## src/rtl/mips_mem_pkg.sv

```systemverilog
`default_nettype none
// ============================================================================
// Module      : mips_mem_pkg
// Description : Shared definitions for the MEM-stage load/store unit: load
//               mode encodings, byte counts, FSM state type and the request
//               legality check.
// Ports       : none (package)
// Revision    : 1.0 - initial release
// ============================================================================
package mips_mem_pkg;

    // Pipeline data path is architecturally 32 bits wide.
    localparam int DATA_W = 32;

    // load_mode encodings; also select the store size (00 word, else half).
    localparam logic [1:0] LM_WORD   = 2'b00;
    localparam logic [1:0] LM_HALF_S = 2'b01;
    localparam logic [1:0] LM_HALF_U = 2'b10;
    localparam logic [1:0] LM_RSVD   = 2'b11;

    // Number of single-byte RAM accesses per request size.
    localparam logic [2:0] BYTES_WORD = 3'd4;
    localparam logic [2:0] BYTES_HALF = 3'd2;

    typedef enum logic [1:0] {
        ST_IDLE  = 2'd0,
        ST_ISSUE = 2'd1,
        ST_DRAIN = 2'd2,
        ST_RESP  = 2'd3
    } lsu_state_t;

    // A request is rejected when it is neither a clean load nor a clean store,
    // uses the reserved mode on a load, or is not naturally aligned.
    function automatic logic lsu_req_err(
        input logic       rd,
        input logic       wr,
        input logic [1:0] mode,
        input logic [1:0] addr_lo
    );
        logic is_word;
        logic misaligned;
        is_word    = (mode == LM_WORD);
        misaligned = is_word ? (addr_lo != 2'b00) : addr_lo[0];
        return (rd == wr) || (rd && (mode == LM_RSVD)) || misaligned;
    endfunction

endpackage
`default_nettype wire

```

## src/rtl/load_store_unit_if.sv

```systemverilog
`default_nettype none
// ============================================================================
// Module      : load_store_unit_if
// Description : Pipeline-side request/response bundle of the load/store unit.
// Signals     : req_valid/req_ready handshake, mem_read, mem_write, load_mode,
//               address, write_data (request); read_data, resp_valid,
//               resp_err (response).
// Modports    : master = pipeline, slave = load_store_unit.
// Revision    : 1.0 - initial release
// ============================================================================
interface load_store_unit_if #(
    parameter int ADDR_W = 32
);
    import mips_mem_pkg::*;

    logic                req_valid;
    logic                req_ready;
    logic                mem_read;
    logic                mem_write;
    logic [1:0]          load_mode;
    logic [ADDR_W-1:0]   address;
    logic [DATA_W-1:0]   write_data;
    logic [DATA_W-1:0]   read_data;
    logic                resp_valid;
    logic                resp_err;

    modport master (
        output req_valid, mem_read, mem_write, load_mode, address, write_data,
        input  req_ready, read_data, resp_valid, resp_err
    );

    modport slave (
        input  req_valid, mem_read, mem_write, load_mode, address, write_data,
        output req_ready, read_data, resp_valid, resp_err
    );

endinterface
`default_nettype wire

```

## src/rtl/lsu_extend.sv

```systemverilog
`default_nettype none
// ============================================================================
// Module      : lsu_extend
// Description : Combinational big-endian assembly and sign/zero extension of
//               captured load bytes (b0 is the most-significant byte).
// Ports       : b0..b3 - captured bytes, mode - load mode,
//               data    - 32-bit extended load result.
// Revision    : 1.0 - initial release
// ============================================================================
module lsu_extend
    import mips_mem_pkg::*;
(
    input  wire logic [7:0]        b0,
    input  wire logic [7:0]        b1,
    input  wire logic [7:0]        b2,
    input  wire logic [7:0]        b3,
    input  wire logic [1:0]        mode,
    output logic      [DATA_W-1:0] data
);

    always_comb begin
        data = {b0, b1, b2, b3};
        case (mode)
            LM_WORD:   data = {b0, b1, b2, b3};
            LM_HALF_S: data = {{16{b0[7]}}, b0, b1};
            default:   data = {16'h0000, b0, b1};
        endcase
    end

endmodule
`default_nettype wire

```

## src/rtl/load_store_unit.sv

```systemverilog
`default_nettype none
// ============================================================================
// Module      : load_store_unit
// Description : Serialises one word/halfword load or store into big-endian
//               single-byte accesses on a byte-wide synchronous RAM, then
//               returns the extended load data or store completion with a
//               one-cycle response pulse.
// Ports       : clk, reset (sync, active high)
//               bus       - pipeline request/response (slave modport)
//               ram_en/ram_we/ram_addr/ram_wdata - registered RAM strobes
//               ram_rdata - RAM read byte, valid the cycle after a read
// Revision    : 1.0 - initial release
// ============================================================================
module load_store_unit
    import mips_mem_pkg::*;
#(
    parameter int ADDR_W = 32
) (
    input  wire logic              clk,
    input  wire logic              reset,
    load_store_unit_if.slave       bus,
    output logic                   ram_en,
    output logic                   ram_we,
    output logic [ADDR_W-1:0]      ram_addr,
    output logic [7:0]             ram_wdata,
    input  wire logic [7:0]        ram_rdata
);

    lsu_state_t          r_state;
    logic                r_req_ready;
    logic                r_resp_valid;
    logic                r_resp_err;
    logic [DATA_W-1:0]   r_read_data;
    logic                r_ram_en;
    logic                r_ram_we;
    logic [ADDR_W-1:0]   r_ram_addr;
    logic [7:0]          r_ram_wdata;
    logic [ADDR_W-1:0]   r_next_addr;
    logic [31:0]         r_wshift;     // remaining store bytes, next at [31:24]
    logic [2:0]          r_remain;     // bytes still to issue after current
    logic                r_is_load;
    logic [1:0]          r_mode;
    logic [3:0][7:0]     r_bytes;      // captured load bytes, index = k
    logic [1:0]          r_cap_idx;
    logic                r_rd_vld;     // ram_rdata holds a byte this cycle

    logic                w_req_err;
    logic                w_is_word;
    logic [2:0]          w_nbytes;
    logic [31:0]         w_wshift_init;
    logic [3:0][7:0]     w_bytes;
    logic [DATA_W-1:0]   w_ext_data;

    assign w_req_err     = lsu_req_err(bus.mem_read, bus.mem_write,
                                       bus.load_mode, bus.address[1:0]);
    assign w_is_word     = (bus.load_mode == LM_WORD);
    assign w_nbytes      = w_is_word ? BYTES_WORD : BYTES_HALF;
    // Half stores are left-justified so both sizes shift out from [31:24].
    assign w_wshift_init = w_is_word ? bus.write_data
                                     : {bus.write_data[15:0], 16'h0000};

    // Bytes as they will be after this cycle's capture; the final byte is
    // captured in DRAIN and must feed the result registered on that edge.
    always_comb begin
        w_bytes = r_bytes;
        if (r_rd_vld) begin
            w_bytes[r_cap_idx] = ram_rdata;
        end
    end

    lsu_extend u_extend (
        .b0   (w_bytes[0]),
        .b1   (w_bytes[1]),
        .b2   (w_bytes[2]),
        .b3   (w_bytes[3]),
        .mode (r_mode),
        .data (w_ext_data)
    );

    always_ff @(posedge clk) begin
        if (reset) begin
            r_state      <= ST_IDLE;
            r_req_ready  <= 1'b1;
            r_resp_valid <= 1'b0;
            r_resp_err   <= 1'b0;
            r_read_data  <= '0;
            r_ram_en     <= 1'b0;
            r_ram_we     <= 1'b0;
            r_ram_addr   <= '0;
            r_ram_wdata  <= 8'h00;
            r_next_addr  <= '0;
            r_wshift     <= '0;
            r_remain     <= 3'd0;
            r_is_load    <= 1'b0;
            r_mode       <= LM_WORD;
            r_bytes      <= '0;
            r_cap_idx    <= 2'd0;
            r_rd_vld     <= 1'b0;
        end else begin
            r_resp_valid <= 1'b0;
            r_resp_err   <= 1'b0;
            r_rd_vld     <= r_ram_en & ~r_ram_we;
            if (r_rd_vld) begin
                r_bytes   <= w_bytes;
                r_cap_idx <= r_cap_idx + 2'd1;
            end

            case (r_state)
                ST_IDLE: begin
                    if (bus.req_valid) begin
                        r_req_ready <= 1'b0;
                        if (w_req_err) begin
                            r_state      <= ST_RESP;
                            r_resp_valid <= 1'b1;
                            r_resp_err   <= 1'b1;
                            r_read_data  <= '0;
                        end else begin
                            // Byte 0 goes out on the acceptance edge.
                            r_state     <= ST_ISSUE;
                            r_is_load   <= bus.mem_read;
                            r_mode      <= bus.load_mode;
                            r_ram_en    <= 1'b1;
                            r_ram_we    <= bus.mem_write;
                            r_ram_addr  <= bus.address;
                            r_ram_wdata <= w_wshift_init[31:24];
                            r_wshift    <= {w_wshift_init[23:0], 8'h00};
                            r_next_addr <= bus.address + ADDR_W'(1);
                            r_remain    <= w_nbytes - 3'd1;
                            r_cap_idx   <= 2'd0;
                        end
                    end
                end
                ST_ISSUE: begin
                    if (r_remain != 3'd0) begin
                        r_ram_addr  <= r_next_addr;
                        r_ram_wdata <= r_wshift[31:24];
                        r_wshift    <= {r_wshift[23:0], 8'h00};
                        r_next_addr <= r_next_addr + ADDR_W'(1);
                        r_remain    <= r_remain - 3'd1;
                    end else begin
                        r_ram_en <= 1'b0;
                        r_ram_we <= 1'b0;
                        if (r_is_load) begin
                            r_state <= ST_DRAIN;
                        end else begin
                            r_state      <= ST_RESP;
                            r_resp_valid <= 1'b1;
                        end
                    end
                end
                ST_DRAIN: begin
                    r_read_data  <= w_ext_data;
                    r_resp_valid <= 1'b1;
                    r_state      <= ST_RESP;
                end
                ST_RESP: begin
                    r_req_ready <= 1'b1;
                    r_state     <= ST_IDLE;
                end
                default: begin
                    r_state <= ST_IDLE;
                end
            endcase
        end
    end

    assign ram_en         = r_ram_en;
    assign ram_we         = r_ram_we;
    assign ram_addr       = r_ram_addr;
    assign ram_wdata      = r_ram_wdata;
    assign bus.req_ready  = r_req_ready;
    assign bus.read_data  = r_read_data;
    assign bus.resp_valid = r_resp_valid;
    assign bus.resp_err   = r_resp_err;

endmodule
`default_nettype wire

```

## src/flat_wrapper.sv

```systemverilog
// flat-port wrapper written by rule: the top's interface ports become plain ports
module load_store_unit_flat import mips_mem_pkg::*;
#(
    parameter int ADDR_W = 32
)
  (clk, reset, ram_en, ram_we, ram_addr, ram_wdata, ram_rdata, bus_req_valid, bus_mem_read, bus_mem_write, bus_load_mode, bus_address, bus_write_data, bus_req_ready, bus_read_data, bus_resp_valid, bus_resp_err);
  load_store_unit_if #(.ADDR_W(ADDR_W)) bus_i ();
  input  wire logic clk;
  input  wire logic reset;
  output logic ram_en;
  output logic ram_we;
  output logic [ADDR_W-1:0] ram_addr;
  output logic [7:0] ram_wdata;
  input  wire logic [7:0] ram_rdata;
  input wire logic [$bits(bus_i.req_valid)-1:0] bus_req_valid;
  input wire logic [$bits(bus_i.mem_read)-1:0] bus_mem_read;
  input wire logic [$bits(bus_i.mem_write)-1:0] bus_mem_write;
  input wire logic [$bits(bus_i.load_mode)-1:0] bus_load_mode;
  input wire logic [$bits(bus_i.address)-1:0] bus_address;
  input wire logic [$bits(bus_i.write_data)-1:0] bus_write_data;
  output wire logic [$bits(bus_i.req_ready)-1:0] bus_req_ready;
  output wire logic [$bits(bus_i.read_data)-1:0] bus_read_data;
  output wire logic [$bits(bus_i.resp_valid)-1:0] bus_resp_valid;
  output wire logic [$bits(bus_i.resp_err)-1:0] bus_resp_err;
  assign bus_i.req_valid = bus_req_valid;
  assign bus_i.mem_read = bus_mem_read;
  assign bus_i.mem_write = bus_mem_write;
  assign bus_i.load_mode = bus_load_mode;
  assign bus_i.address = bus_address;
  assign bus_i.write_data = bus_write_data;
  assign bus_req_ready = bus_i.req_ready;
  assign bus_read_data = bus_i.read_data;
  assign bus_resp_valid = bus_i.resp_valid;
  assign bus_resp_err = bus_i.resp_err;
  load_store_unit #(.ADDR_W(ADDR_W)) u_core (.clk(clk), .reset(reset), .bus(bus_i), .ram_en(ram_en), .ram_we(ram_we), .ram_addr(ram_addr), .ram_wdata(ram_wdata), .ram_rdata(ram_rdata));
endmodule
```

## config.mk

```make
export PLATFORM = sky130hd
export DESIGN_NAME = load_store_unit_flat
export DESIGN_NICKNAME = d
export VERILOG_FILES = /design/src/rtl/mips_mem_pkg.sv /design/src/rtl/load_store_unit_if.sv /design/src/rtl/lsu_extend.sv /design/src/rtl/load_store_unit.sv /design/src/flat_wrapper.sv
export SDC_FILE = /design/constraint.sdc
export NUM_CORES = 1
export LEC_CHECK = 0
export BUFFER_PORTS_ARGS = -buffer_cell sky130_fd_sc_hd__clkbuf_2
export CORE_MARGIN = 3
export CORE_UTILIZATION = 30
export CTS_CLUSTER_SIZE = 14
export DETAILED_ROUTE_END_ITERATION = 16
export GPL_TIMING_DRIVEN = 0
export PLACE_DENSITY = 0.55
export RECOVER_POWER = 50
export SLEW_MARGIN = 20
export SYNTH_ARGS = -nofsm -noshare
export SYNTH_HDL_FRONTEND = slang
export SYNTH_SLANG_ARGS = --single-unit
export TNS_END_PERCENT = 30
```

## constraint.sdc

```tcl
create_clock -name clk -period 4.4 [get_ports clk]
set_input_delay 0.44 -clock clk [delete_from_list [all_inputs] [get_ports clk]]
set_output_delay 0.44 -clock clk [all_outputs]
set_load 0.1 [all_outputs]
```

== Word level (Yosys, flattened, before mapping) ==
Cells that the tools add are included.

* Magnitude comparators: 2
* $mul: 0
* Eq/ne operators: 11
* Shift-type cells: 0
* Reductions and logical operators: 19
* Divide/modulo/power cells: 0
* $add $sub $neg: 5
* Bitwise operators: 4
* Muxes and demuxes: 54

{| class="wikitable"
|+ Operator list
! cell !! count
|-
| 32-bit two-way mux || 13
|-
| 32-bit one-hot mux with 2 select lines || 5
|-
| 32-bit by 1-bit adder with 32-bit output (second input constant) || 2
|-
| 32-bit bitwise mux || 1
|-
| 8-bit two-way mux || 4
|-
| 8-bit demux with 2-bit select || 1
|-
| 8-bit one-hot mux with 2 select lines || 1
|-
| 2-bit two-way mux || 7
|-
| 1-bit two-way mux || 12
|-
| 3-bit two-way mux || 4
|-
| 2-bit one-hot mux with 4 select lines || 1
|-
| 4-bit AND reduction || 2
|-
| 2-bit nonzero test || 4
|-
| 2-bit == test (second input constant) || 3
|-
| 2-bit logical NOT || 3
|-
| 2-bit != test (second input constant) || 3
|-
| 1-bit one-hot mux with 2 select lines || 3
|-
| 3-bit one-hot mux with 2 select lines || 1
|-
| 3-bit AND reduction || 2
|-
| 3-bit by 1-bit subtractor with 3-bit output (second input constant) || 2
|-
| 2-bit by 1-bit == test with 1-bit output (second input constant) || 2
|-
| 2-bit by 1-bit != test with 1-bit output (second input constant) || 2
|-
| 2-bit AND reduction || 2
|-
| 2-bit by 3-bit less-than comparator with 1-bit output (second input constant) || 1
|-
| other kinds (10) || 14
|}

* Bits in read-only memories: 0
* Bits in latches: 0
* Output and inout port bits: 77
* Register bits after elaboration: 184
* RAM bits: 0
* Word-level logic and storage cells: 115
* Memories: 0
* Input port bits: 79

== Longest topological paths before layout ==
Gate-level depths: netlist of run 1.

* Word-level depth: 8
* Mapped depth: 15
* Depth with buffers taken out: 11

== Hierarchy ==
Synthesis of run 1 repeated with hierarchy kept, for this count alone.

* Cells, all modules: 1102
* Area total of the unflattened synthesis: 9019.9 µm²

{| class="wikitable"
|+ By module, submodules not included
! module !! cells each !! instances !! area an instance (µm²)
|-
| load_store_unit || 1048 || 1 || 8620.8
|-
| lsu_extend || 54 || 1 || 399.1
|}

== Worst setup path after synthesis of run 1 ==
OpenSTA, ideal clock, no wires.

* Kind: register -> register
* Start: register u_core.r_state[1]
* End: register u_core.r_next_addr[14]
* Period minus slack after synthesis: 3.209 ns
* Stages on the path, launching flop included: 16
* Path slack: 1.191 ns
* Arrival: 3.134 ns
* Path buffers: 4
* Cell sequence: dfxtp_1 -> inv_1 -> ha_1 -> buf_2 -> buf_2 -> buf_2 -> buf_2 -> mux2i_1 -> inv_1 -> ha_1 -> nand4_1 -> o22ai_1 -> o21a_1 -> a21boi_0 -> or4b_1 -> a31oi_1

* Word-level cells in the longest chain between the ends: 3
* Elaborated cells on any way between the ends: 8

{| class="wikitable"
|+ RTL lines
! what !! line !! RTL
|-
| start: declaration || load_store_unit.sv:29 || <nowiki>lsu_state_t r_state;</nowiki>
|-
| start signal: assignment || load_store_unit.sv:82 || <nowiki>r_state <= ST_IDLE;</nowiki>
|-
| start signal: assignment || load_store_unit.sv:113 || <nowiki>r_state <= ST_RESP;</nowiki>
|-
| start signal: assignment || load_store_unit.sv:119 || <nowiki>r_state <= ST_ISSUE;</nowiki>
|-
| 2-bit by 1-bit == test with 1-bit output or 2-bit logical NOT (tied branches) || load_store_unit.sv:108 || <nowiki>case (r_state)</nowiki>
|-
| 2-bit by 1-bit != test with 1-bit output (no line), or another cell as far along || n/a ||
|-
| 4-bit AND reduction (no line) || n/a ||
|-
| end signal: assignment || load_store_unit.sv:127 || <nowiki>r_next_addr <= bus.address + ADDR_W'(1);</nowiki>
|-
| end signal: assignment || load_store_unit.sv:138 || <nowiki>r_next_addr <= r_next_addr + ADDR_W'(1);</nowiki>
|-
| end: declaration || load_store_unit.sv:38 || <nowiki>logic [ADDR_W-1:0] r_next_addr;</nowiki>
|}

Several ways; a longest one is shown, not always the timed one.
A chain may end at the register's enable or synchronous reset.

== Worst setup path in the final report of run 1 ==
Ends and elaborated chain as after synthesis.

==> results of run 1 <==
worst max-delay path, delay by kind of cell (launching register included):
family          cells  cell delay (ps)
compound gates      4              700
fa+ha+maj           2              580
buf+inv             6             1450
flops               1              360
mux                 1              350
simple gates        2              660
flip-flops by register name, summed over array words and instances, names as in the netlist:
register,count
u_core.r_wshift,24
u_core.bus.resp_err,1
u_core.r_bytes,32
u_core.bus.resp_valid,1
u_core.r_mode,2
u_core.r_next_addr,32
u_core.r_rd_vld,1
u_core.ram_wdata,8
u_core.r_cap_idx,2
u_core.ram_addr,32
u_core.bus.read_data,32
u_core.r_state,2
u_core.ram_en,1
u_core.r_remain,3
u_core.ram_we,1
u_core.bus.req_ready,1
u_core.r_is_load,1
layout by cell type (no fill, tap or decap), types with 16 or more instances in the layout:
master     count
a211oi_1      41
nor2_1       102
nand2_1      172
mux2i_1       47
clkbuf_2      77
nor3_1        22
a21oi_1      108
dfxtp_1      176
buf_2         22
clkbuf_16     17
o22ai_1       18
clkbuf_1     126
or4_1         16
nand3_1       56
o21ai_0       55
a31oi_1       20
kinds of logic (layout without fill, tap and decap cells):
| family | after synthesis | after routing |
|---|---|---|
| compound gates | 318 | 318 |
| xor+xnor | 4 | 4 |
| buf+inv | 97 | 283 |
| flops | 176 | 176 |
| simple gates | 454 | 454 |
| mux | 51 | 51 |
| fa+ha+maj | 11 | 11 |
metrics by stage:
stage          area [um2]  total power [mW]  worst slack [ps]  util, %
2_1_floorplan        8760              4.67              1190        -
3_3_place_gp        10000              5.64              89.4     35.3
3_5_place_dp        10000              5.67              7.85     35.4
4_1_cts             10600              7.27               128     37.6
5_1_grt             10500              7.61              12.7     37.2
6_report            10500              7.24               210     37.2
repair_timing:
item / CTS / global route
gates resized for setup: 1 / 3
endpoints found under the setup margin: 1 / 3
hold endpoints to repair: 0 / 0
worst paths after layout:
path / to / cells after the start
setup reg to reg: u_core.r_next_addr[14] / 15
hold reg to reg: u_core.bus.read_data[2] / 2
hold / removal: u_core.r_wshift[12] / 3
setup / recovery: u_core.r_next_addr[14] / 15
final cells by class:
| class | count | area, um2 | share of cell area [%] |
|---|---|---|---|
| tap | 378 | 473 | 4.49 |
| clock buffer | 17 | 425 | 4.03 |
| timing repair buffer | 154 | 674 | 6.40 |
| sequential | 176 | 3520 | 33.4 |
| clock inverter | 15 | 195 | 1.85 |
| buffer | 83 | 365 | 3.46 |
| inverter | 14 | 52.6 | 0.498 |
| multi-input combinational | 838 | 4840 | 45.9 |
power breakdown:
group	total (mW)	internal (mW)	leakage, nW	switching, mW
logic	3.47	0.759	2.07	2.71
registers	2.17	1.92	1.43	0.252
clock network	1.60	0.787	0.298	0.813
routing by layer:
metal  routed length (um)  up-vias  share of wire (%)  track usage (%)
met2                14600      414                 44             32.0
met4                  646        4                2.0             5.89
met1                15100     4370                 46             29.2
met5                   27        -              0.082                0
met3                 2450       55                7.5             3.93
li1                     -     4372                  -                -
==> impl_metrics.csv, run 1 <==
group,metric,value,unit
synthesis,synth_top_cells_by_area,"dfxtp_1 40%, nand2_1 7.4%, a21oi_1 6.2%",
synthesis,synth_cell_types,67,
synthesis,ys_seq_area_share,40.2,%
worst_hold_path,hold_start,"bus_write_data[4]",
clocking,cts_buffer_depth,2,
cells_and_area,layout-drive-gt1-share,11.8,%
timing,timing.hold.ws,256,ps
worst_setup_path,crit_slowest_cell,"or4b_1",
cells_and_area,fill_cells,3073,
synthesis,synth_most_common_cell,"dfxtp_1",
floorplan,core_area,28300,um2
routing,route.antenna.remaining_nets,0,
floorplan,rows,61,
worst_setup_path,slowest_delay,530,ps
routing,vias,9215,
timing,finalCritPeriodShare,95.2,%
synthesis,synth_nets,1201,
synthesis,synthAdderAreaFrac,1.57,%
timing,clock_skew,17.3,ps
outcome,status,"finished clean",
routing,dr.pass1.iters,5,
clocking,cts-root-buf,"clkbuf_16",
worst_setup_path,arrival,4550,ps
routing,vias_per_cell,5.50,
worst_setup_path,crit_type,"register to register",
placed_design,globalplace.congestion,0.915,
worst_setup_path,cp-startpoint,"u_core.r_state[1]",
worst_setup_path,rr_startpoint,"u_core.r_state[1]",
synthesis,ys_ff_latch,176,
synthesis,async_reset_ff_share,0,%
clocking,cts_buffers,17,
timing,max_freq,239,MHz
clocking,hold_buffers,0,
worst_hold_path,hold_class,"input port to register",
floorplan,dieArea,31300,um2
synthesis,synth_area,8760,um2
global_routing,track_usage,20.6,%
synthesis,synth_top_family_by_area,"simple AND/OR/NAND/NOR gates",
synthesis,syn_area_per_cell,7.89,um2
synthesis,yosysWarningCount,0,
synthesis,synth-edff-count,0,
pwr,irDropWorstVdd,0.388,mV
floorplan,start_util,31.0,%
routing,initialDrtViolationCount,929,
floorplan,die_w,177,um
clocking,tritoncts,"built",
timing,finalSetupViolCount,0,
global_routing,grt_pass1_vias,8740,
cells_and_area,syn2layout_area_growth,20.3,%
timing,tightest_slew,1260,ps
clocking,clkSlewWorstSetupHoldPaths,80,ps
synthesis,syn_inst,1111,
placed_design,portBuffers,154,
job,drv_cap,0,
timing,setup-tns-final,0,ps
worst_setup_path,end_kind,"register",
worst_setup_path,ff2ff_setup_slack,210,ps
global_routing,grt_max_degree,22,
synthesis,synth.mux.area_fraction,5.88,%
placed_design,post-dp-hpwl,24200,um
routing,route.detailed.drc,0,
clocking,post-cts-setup-buffers,0,
synthesis,synth_top_cell_by_area,"dfxtp_1",
placed_design,dp.cells,1643,
synthesis,synth-simple-area-share,24.3,%
worst_setup_path,worstPathRequired,4760,ps
floorplan,ios,156,
cells_and_area,n_antenna_cell,0,
clocking,cts_sinks,176,
timing,period_needed,4190,ps
global_routing,grt_first_pass_wirelength,50500,um
global_routing,grt_overflow_total,0,
timing,relSlewSlack,16.3,%
routing,drt_wl_total,32800,um
worst_setup_path,start_kind,"register",
clocking,insertion_delay,450,ps
global_routing,antenna_found_initial,2,
synthesis,synth-compound-area-share,22.9,%
timing,finalMaxSlewViolations,0,
worst_setup_path,cp_max_fo,10,
timing,rsz0062_at_grt,"no",
cells_and_area,final_cells,1675,
cells_and_area,nets,1374,
floorplan,fp.dieH,177,um
timing,hold_viol_final,0,
synthesis,netlist_top_cells_count,"176 x dfxtp_1, 172 x nand2_1, 108 x a21oi_1",
routing,wl_per_cell,19.6,um
worst_setup_path,cp_cell_sequence,"inv_1 > ha_1 > buf_2 > buf_2 > clkbuf_4 > clkbuf_4 > mux2i_1 > inv_1 > ha_1 > nand4_1 > o22ai_2 > o21a_1 > a21boi_0 > or4b_1 > a31oi_1",
pwr,p_leak,3.80,nW
synthesis,ys_dominant_reg_cell,"dfxtp_1",
synthesis,yosys.area.top_type_share,40.2,%
pwr,p_per_area,687,nW/um2
synthesis,synth_xor_area_share,0.400,%
clocking,h-tree-depth,4,
Power figures use the tool's default switching activity.
==> inputs of run 2 (changes only) <==
--- a/config.mk
+++ b/config.mk
@@ -5,6 +5,7 @@
 export SDC_FILE = /design/constraint.sdc
 export NUM_CORES = 1
 export LEC_CHECK = 0
+export ABC_AREA = 1
 export BUFFER_PORTS_ARGS = -buffer_cell sky130_fd_sc_hd__clkbuf_2
 export CORE_MARGIN = 3
 export CORE_UTILIZATION = 30
==> run 2 against run 1 <==
Effect of this change: via count decreased by 5.3%; global-route usage decreased by 2.5 points; fmax increased by 54%; first-iteration DRC count decreased by 31%; worst setup slack improved by 1500 ps; register-to-register slack improved by 1500 ps; die area decreased by 0.33%; sequential power decreased by 5%; area after synthesis decreased by 0.34%; non-clock buffer count decreased by 11; clock skew increased by 4.6 ps.
==> impl_metrics.csv, run 2 <==
group,metric,value,unit
timing,finalMaxSlewViolations,0,
synthesis,synth_most_common_cell,"nand2_1",
cells_and_area,nets,1568,
clocking,cts_resized,0,
clocking,tritoncts,"built",
cells_and_area,layout_common_cells,"413 x nand2_1, 176 x dfxtp_1, 122 x a21oi_1",
routing,route.detailed.drc,0,
timing,clock_skew,21.8,ps
timing,finalSetupViolCount,0,
synthesis,async_reset_ff_share,0,%
worst_setup_path,slowest_delay,390,ps
outcome,status,"finished clean",
timing,period_needed,2710,ps
worst_setup_path,crit_slowest_cell,"dfxtp_1",
cells_and_area,layout-drive-gt1-share,12.3,%
synthesis,syn_inst,1305,
synthesis,ys_ff_latch,176,
pwr,p_per_area,671,nW/um2
clocking,cts_buffers,17,
clocking,cts-root-buf,"clkbuf_16",
pwr,irDropWorstVdd,0.584,mV
synthesis,yosys.area.top_type_share,40.3,%
routing,dr.pass1.iters,5,
floorplan,ios,156,
timing,setup-tns-final,0,ps
timing,max_freq,368,MHz
placed_design,post-dp-hpwl,22100,um
worst_setup_path,path_delay_family,"buffers and inverters",
job,drv_cap,0,
worst_setup_path,crit_cells,11,
worst_setup_path,rr_worst_depth,11,
worst_hold_path,hold_class,"input port to register",
worst_setup_path,path_buf_inv,6,
worst_setup_path,start_kind,"register",
cells_and_area,final_common_cell,"nand2_1",
clocking,clkSlewWorstSetupHoldPaths,70,ps
worst_setup_path,crit_type,"register to register",
timing,hold_viol_final,0,
worst_setup_path,cp_max_fo,10,
worst_setup_path,ff2ff_setup_slack,1690,ps
timing,tightest_slew,1350,ps
synthesis,netlist_top_cells_count,"412 x nand2_1, 176 x dfxtp_1, 122 x a21oi_1",
routing,drt_wl_total,28700,um
clocking,cts_sinks,176,
worst_setup_path,cp_cell_sequence,"inv_1 > ha_1 > inv_2 > buf_6 > buf_6 > buf_2 > clkbuf_1 > o21ai_0 > ha_1 > or2_0 > a21oi_1",
clocking,post-cts-setup-buffers,0,
worst_setup_path,arrival,3060,ps
global_routing,grt_pass1_vias,7937,
floorplan,core_area,28200,um2
worst_setup_path,critPathCapture,"u_core.r_remain[1]",
pwr,p_leak,4.57,nW
clocking,cts_buffer_depth,2,
worst_setup_path,cp-startpoint,"u_core.r_state[1]",
routing,vias,8723,
floorplan,rows,61,
clocking,hold_buffers,0,
placed_design,globalplace.congestion,0.894,
cells_and_area,final_cell_area,10500,um2
cells_and_area,n_antenna_cell,0,
global_routing,grt_overflow_total,0,
synthesis,ys_dominant_reg_cell,"dfxtp_1",
placed_design,portBuffers,154,
global_routing,grt_max_degree,22,
synthesis,synth_area,8730,um2
synthesis,ys_seq_area_share,40.3,%
routing,route.antenna.remaining_nets,0,
synthesis,synth_cell_types,39,
routing,wl_per_cell,15.4,um
clocking,h-tree-depth,4,
floorplan,start_util,30.9,%
synthesis,synth_top_cell_by_area,"dfxtp_1",
floorplan,dieArea,31200,um2
timing,relSlewSlack,10.2,%
worst_setup_path,r2r-end,"u_core.r_remain[1]",
placed_design,post_dp_cell_area,9980,um2
synthesis,synth_nets,1395,
synthesis,yosysWarningCount,0,
clocking,insertion_delay,440,ps
global_routing,track_usage,18.1,%
cells_and_area,syn2layout_area_growth,20.2,%
global_routing,grt_first_pass_wirelength,44200,um
floorplan,fp.dieH,177,um
timing,finalCritPeriodShare,61.7,%
global_routing,antenna_found_initial,0,
routing,vias_per_cell,4.67,
worst_setup_path,rr_startpoint,"u_core.r_state[1]",
synthesis,synth_top_cells_by_area,"dfxtp_1 40%, nand2_1 18%, a21oi_1 7.0%",
synthesis,syn_area_per_cell,6.69,um2
synthesis,synth-edff-count,0,
worst_setup_path,end_kind,"register",
worst_setup_path,worstPathRequired,4750,ps
timing,rsz0062_at_grt,"no",
routing,initialDrtViolationCount,641,
floorplan,die_w,177,um
pwr,finalPower,7.05,mW
run 2: cell count changes after synthesis, sizes merged, moves of 15 or more:
cell    delta
mux2i     -35
a31oi     -18
nor2      +30
inv      +104
nand2    +261
nor3      -22
a211oi    -40
or4       -16
a21oi     +15
o21ai     +56
run 2: through the flow:
stage / cells / hold slack, ps / util [%] / setup WS [ps]
after floorplan: 1305 / 429 / - / 2220
after global placement: 1837 / 438 / 35.3 / 1740
after detailed placement: 1837 / 443 / 35.3 / 1710
after CTS: 1869 / 298 / 37.5 / 1690
after global routing: 1869 / 324 / 37.2 / 1480
final: 1869 / 317 / 37.2 / 1690
run 2: cell families (layout without fill, tap and decap cells):
kind of cell | after synthesis | in the layout | share of synthesized area, %
simple gates | 651 | 651 | 31.4
compound gates | 253 | 253 | 14.9
buf+inv | 192 | 378 | 9.41
flops | 176 | 176 | 40.3
mux | 12 | 12 | 1.38
fa+ha+maj | 11 | 11 | 1.58
xor+xnor | 10 | 10 | 1.00
run 2: worst min path at each step:
stage,slack (ps),cells past startpoint,to,start
final,320,3,u_core.ram_we,bus_mem_write
after global routing,320,3,u_core.ram_we,bus_mem_write
after floorplan,430,2,u_core.r_wshift[17],u_core.r_wshift[17]
after global placement,440,2,u_core.bus.read_data[14],u_core.bus.read_data[14]
after CTS,300,3,u_core.r_wshift[8],bus_write_data[0]
after detailed placement,440,2,u_core.bus.read_data[12],u_core.bus.read_data[12]
run 2: worst register-to-register path, cell delays in order, from the launching register on:
cell and delay, ps:
dfxtp_1 390, inv_1 110, ha_1 240, inv_2 150, buf_6 170, buf_6 170
buf_2 250, clkbuf_1 380, o21ai_0 150, ha_1 290, or2_0 210, a21oi_1 130
run 2: cell type report:
cell class | count | area (um2)
plain buffers | 72 | 370
clock buffers | 17 | 425
clock inverters | 15 | 196
fillers | 3119 | 17700
inverters | 120 | 450
multi-input cells | 937 | 4390
flip-flops and latches | 176 | 3520
well taps | 378 | 473
repair buffers | 154 | 674
run 2: report_power, final:
group	leakage [nW]	switching, mW	internal (mW)
combinational	2.83	2.66	0.742
clock	0.300	0.797	0.783
sequential	1.43	0.157	1.91
total	4.57	3.61	3.43
run 2: layer usage:
metal | wire length [um] | GRT usage [%]
met5 | 0 | 0
met4 | 348 | 3.83
met3 | 1130 | 2.55
met2 | 13300 | 29.5
met1 | 13900 | 25.6
==> inputs of run 3 (changes only) <==
--- a/config.mk
+++ b/config.mk
@@ -5,14 +5,14 @@
 export SDC_FILE = /design/constraint.sdc
 export NUM_CORES = 1
 export LEC_CHECK = 0
-export ABC_AREA = 1
+export ABC_AREA = 0
 export BUFFER_PORTS_ARGS = -buffer_cell sky130_fd_sc_hd__clkbuf_2
 export CORE_MARGIN = 3
 export CORE_UTILIZATION = 30
 export CTS_CLUSTER_SIZE = 14
 export DETAILED_ROUTE_END_ITERATION = 16
 export GPL_TIMING_DRIVEN = 0
-export PLACE_DENSITY = 0.55
+export PLACE_DENSITY = 0.57
 export RECOVER_POWER = 50
 export SLEW_MARGIN = 20
 export SYNTH_ARGS = -nofsm -noshare
==> constraint.sdc (replaced) <==
create_clock -name clk -period 2.2 [get_ports clk]
set_input_delay 0.22 -clock clk [delete_from_list [all_inputs] [get_ports clk]]
set_output_delay 0.22 -clock clk [all_outputs]
set_load 0.1 [all_outputs]
==> run 3 against run 2 <==
Effect of this change: the run now ends with negative setup slack left; core utilization is 3.7 points higher; clock power is 100% higher; count of clock-buffer cells in the layout stayed put; combinational power is 140% higher; flip-flop and latch count stayed put; global-route usage is 3.0 points higher; total power is 120% higher.
==> impl_metrics.csv, run 3 (synthesized netlist as in run 1, its figures left out) <==
group,metric,value,unit
outcome,status,"finished, violations left",
outcome,violations,"negative setup slack",
cells_and_area,final_cell_area,11600,um2
timing,finalSetupViolCount,125,
pwr,irDropWorstVdd,0.597,mV
global_routing,antenna_found_initial,0,
routing,route.antenna.remaining_nets,0,
worst_setup_path,end_kind,"register",
timing,max_freq,344,MHz
clocking,cts_sinks,176,
worst_hold_path,hold_start,"bus_write_data[5]",
floorplan,ios,156,
clocking,cts-root-buf,"clkbuf_16",
worst_setup_path,crit_type,"register to register",
global_routing,grt_pass1_vias,8839,
worst_setup_path,cp_max_fo,4,
clocking,clkSlewWorstSetupHoldPaths,80,ps
global_routing,grt_max_degree,22,
cells_and_area,final_util,40.9,%
routing,wl_per_cell,19.8,um
pwr,p_per_area,1350,nW/um2
timing,finalCritPeriodShare,132,%
clocking,cts_buffers,17,
routing,dr.pass1.iters,7,
cells_and_area,final_common_cell,"dfxtp_1",
worst_setup_path,cp_cell_sequence,"inv_4 > ha_4 > buf_6 > buf_8 > buf_12 > buf_12 > mux2i_4 > inv_2 > ha_4 > nand4_1 > o22ai_4 > o211ai_1 > buf_4 > nor3b_2 > xor2_1 > o21ai_1",
floorplan,die_w,177,um
routing,initialDrtViolationCount,972,
clocking,cts_buffer_depth,2,
clocking,tritoncts,"built",
job,drv_cap,0,
cells_and_area,syn2layout_area_growth,32.2,%
clocking,insertion_delay,440,ps
timing,relSlewSlack,15.3,%
timing,setup-tns-final,-21590,ps
worst_setup_path,path_delay_family,"buffers and inverters",
worst_setup_path,path_buf_inv,7,
floorplan,core_area,28300,um2
worst_setup_path,ff2ff_setup_slack,-700,ps
floorplan,start_util,31.0,%
worst_hold_path,hold_path_depth,3,
global_routing,grt_first_pass_wirelength,51500,um
floorplan,fp.dieH,177,um
cells_and_area,nets,1426,
cells_and_area,layout-drive-gt1-share,21.4,%
worst_setup_path,crit_slowest_cell,"dfxtp_4",
placed_design,globalplace.congestion,0.921,
worst_setup_path,r2r-end,"u_core.r_next_addr[28]",
worst_setup_path,arrival,3220,ps
timing,rsz0062_at_grt,"yes",
timing,period_needed,2900,ps
worst_setup_path,worstPathRequired,2520,ps
floorplan,dieArea,31300,um2
global_routing,grt_overflow_total,0,
timing,clock_skew,17.3,ps
placed_design,place_ws,-1150,ps
timing,hold_viol_final,0,
routing,route.detailed.drc,0,
timing,tightest_slew,1280,ps
routing,vias,9581,
worst_hold_path,hold_class,"input port to register",
clocking,h-tree-depth,4,
timing,timing.hold.ws,26.0,ps
placed_design,post-dp-hpwl,24400,um
cells_and_area,layout_common_cells,"174 x dfxtp_1, 164 x nand2_1, 107 x clkbuf_1",
global_routing,track_usage,21.0,%
worst_setup_path,rr_startpoint,"u_core.r_state[1]",
worst_setup_path,start_kind,"register",
clocking,hold_buffers,0,
floorplan,rows,61,
placed_design,portBuffers,154,
timing,finalMaxSlewViolations,0,
worst_setup_path,slowest_delay,370,ps
pwr,p_leak,4.32,nW
placed_design,post_dp_cell_area,10100,um2
worst_setup_path,rr_worst_depth,16,
timing,timing.final.ws_setup,-703,ps
routing,vias_per_cell,5.54,
routing,drt_wl_total,34300,um
worst_hold_path,min_to,"u_core.r_wshift[13]",
## run 3: changes by cell type in the layout (fill, tap and decap cells not counted), moves of 18 or more
cell / previous run / this run
a211oi_1: 1 / 37
mux2i_1: 12 / 46
a31oi_1: 2 / 20
inv_1: 116 / 9
nor3_1: 1 / 19
nor2_1: 118 / 99
nand2_1: 413 / 164
buf_4: 4 / 57
o21ai_0: 108 / 43
a21oi_1: 122 / 101
## run 3: worst max path at each step
stage                                 start                endpoint  slack [ps]  cells past startpoint
final                     u_core.r_state[1]  u_core.r_next_addr[28]        -700                     16
after global placement    u_core.r_state[0]  u_core.r_next_addr[22]       -1140                     10
after global routing      u_core.r_state[1]  u_core.r_next_addr[28]        -750                     16
after detailed placement  u_core.r_state[0]  u_core.r_next_addr[20]       -1150                     10
after CTS                 u_core.r_state[1]  u_core.r_next_addr[28]        -570                     16
after floorplan           u_core.r_state[1]  u_core.r_next_addr[14]        -490                     15
## run 3: metal layers
metal | vias to the layer above | wire (um) | track usage, %
li1 | 4508 | - | -
met3 | 78 | 2920 | 3.84
met2 | 500 | 14900 | 31.6
met1 | 4495 | 15400 | 29.9
met4 | 0 | 1070 | 8.28
met5 | - | 0 | 0
## run 3: repair_timing
action / 4_1_cts / 5_1_grt
resized for setup: 85 / 75
buffers inserted: 24 / 30
endpoints found under the setup margin: 130 / 136
pin swaps: 17 / 32
## run 3: where the power goes
group          internal [mW]  total, mW  leakage (nW)  switching (mW)
clock                   1.58       3.20         0.302            1.63
combinational           2.25       8.09          2.59            5.83
sequential              3.85       4.36          1.43           0.514
total                   7.67       15.6          4.32            7.97
## run 3: stage by stage
| stage | instances | power (mW) |
|---|---|---|
| after floorplan | 1111 | 9.45 |
| after global placement | 1643 | 11.4 |
| after detailed placement | 1643 | 11.5 |
| after CTS | 1698 | 15.2 |
| after global routing | 1727 | 16.3 |
| final | 1728 | 15.6 |
## run 3: worst min-delay path, cell delays in order
cell	delay [ps]
clkbuf_2	90
nand3_1	60
a21oi_1	60
## run 3: area by class of cell
| class | instances | area, um2 |
|---|---|---|
| fillers | 2907 | 16700 |
| multi-input cells | 838 | 5220 |
| flip-flops and latches | 176 | 3530 |
| repair buffers | 207 | 1130 |
| plain buffers | 82 | 551 |
| well taps | 378 | 473 |
| clock buffers | 17 | 425 |
| clock inverters | 15 | 204 |
| inverters | 14 | 58.8 |
| diodes | 1 | 2.50 |
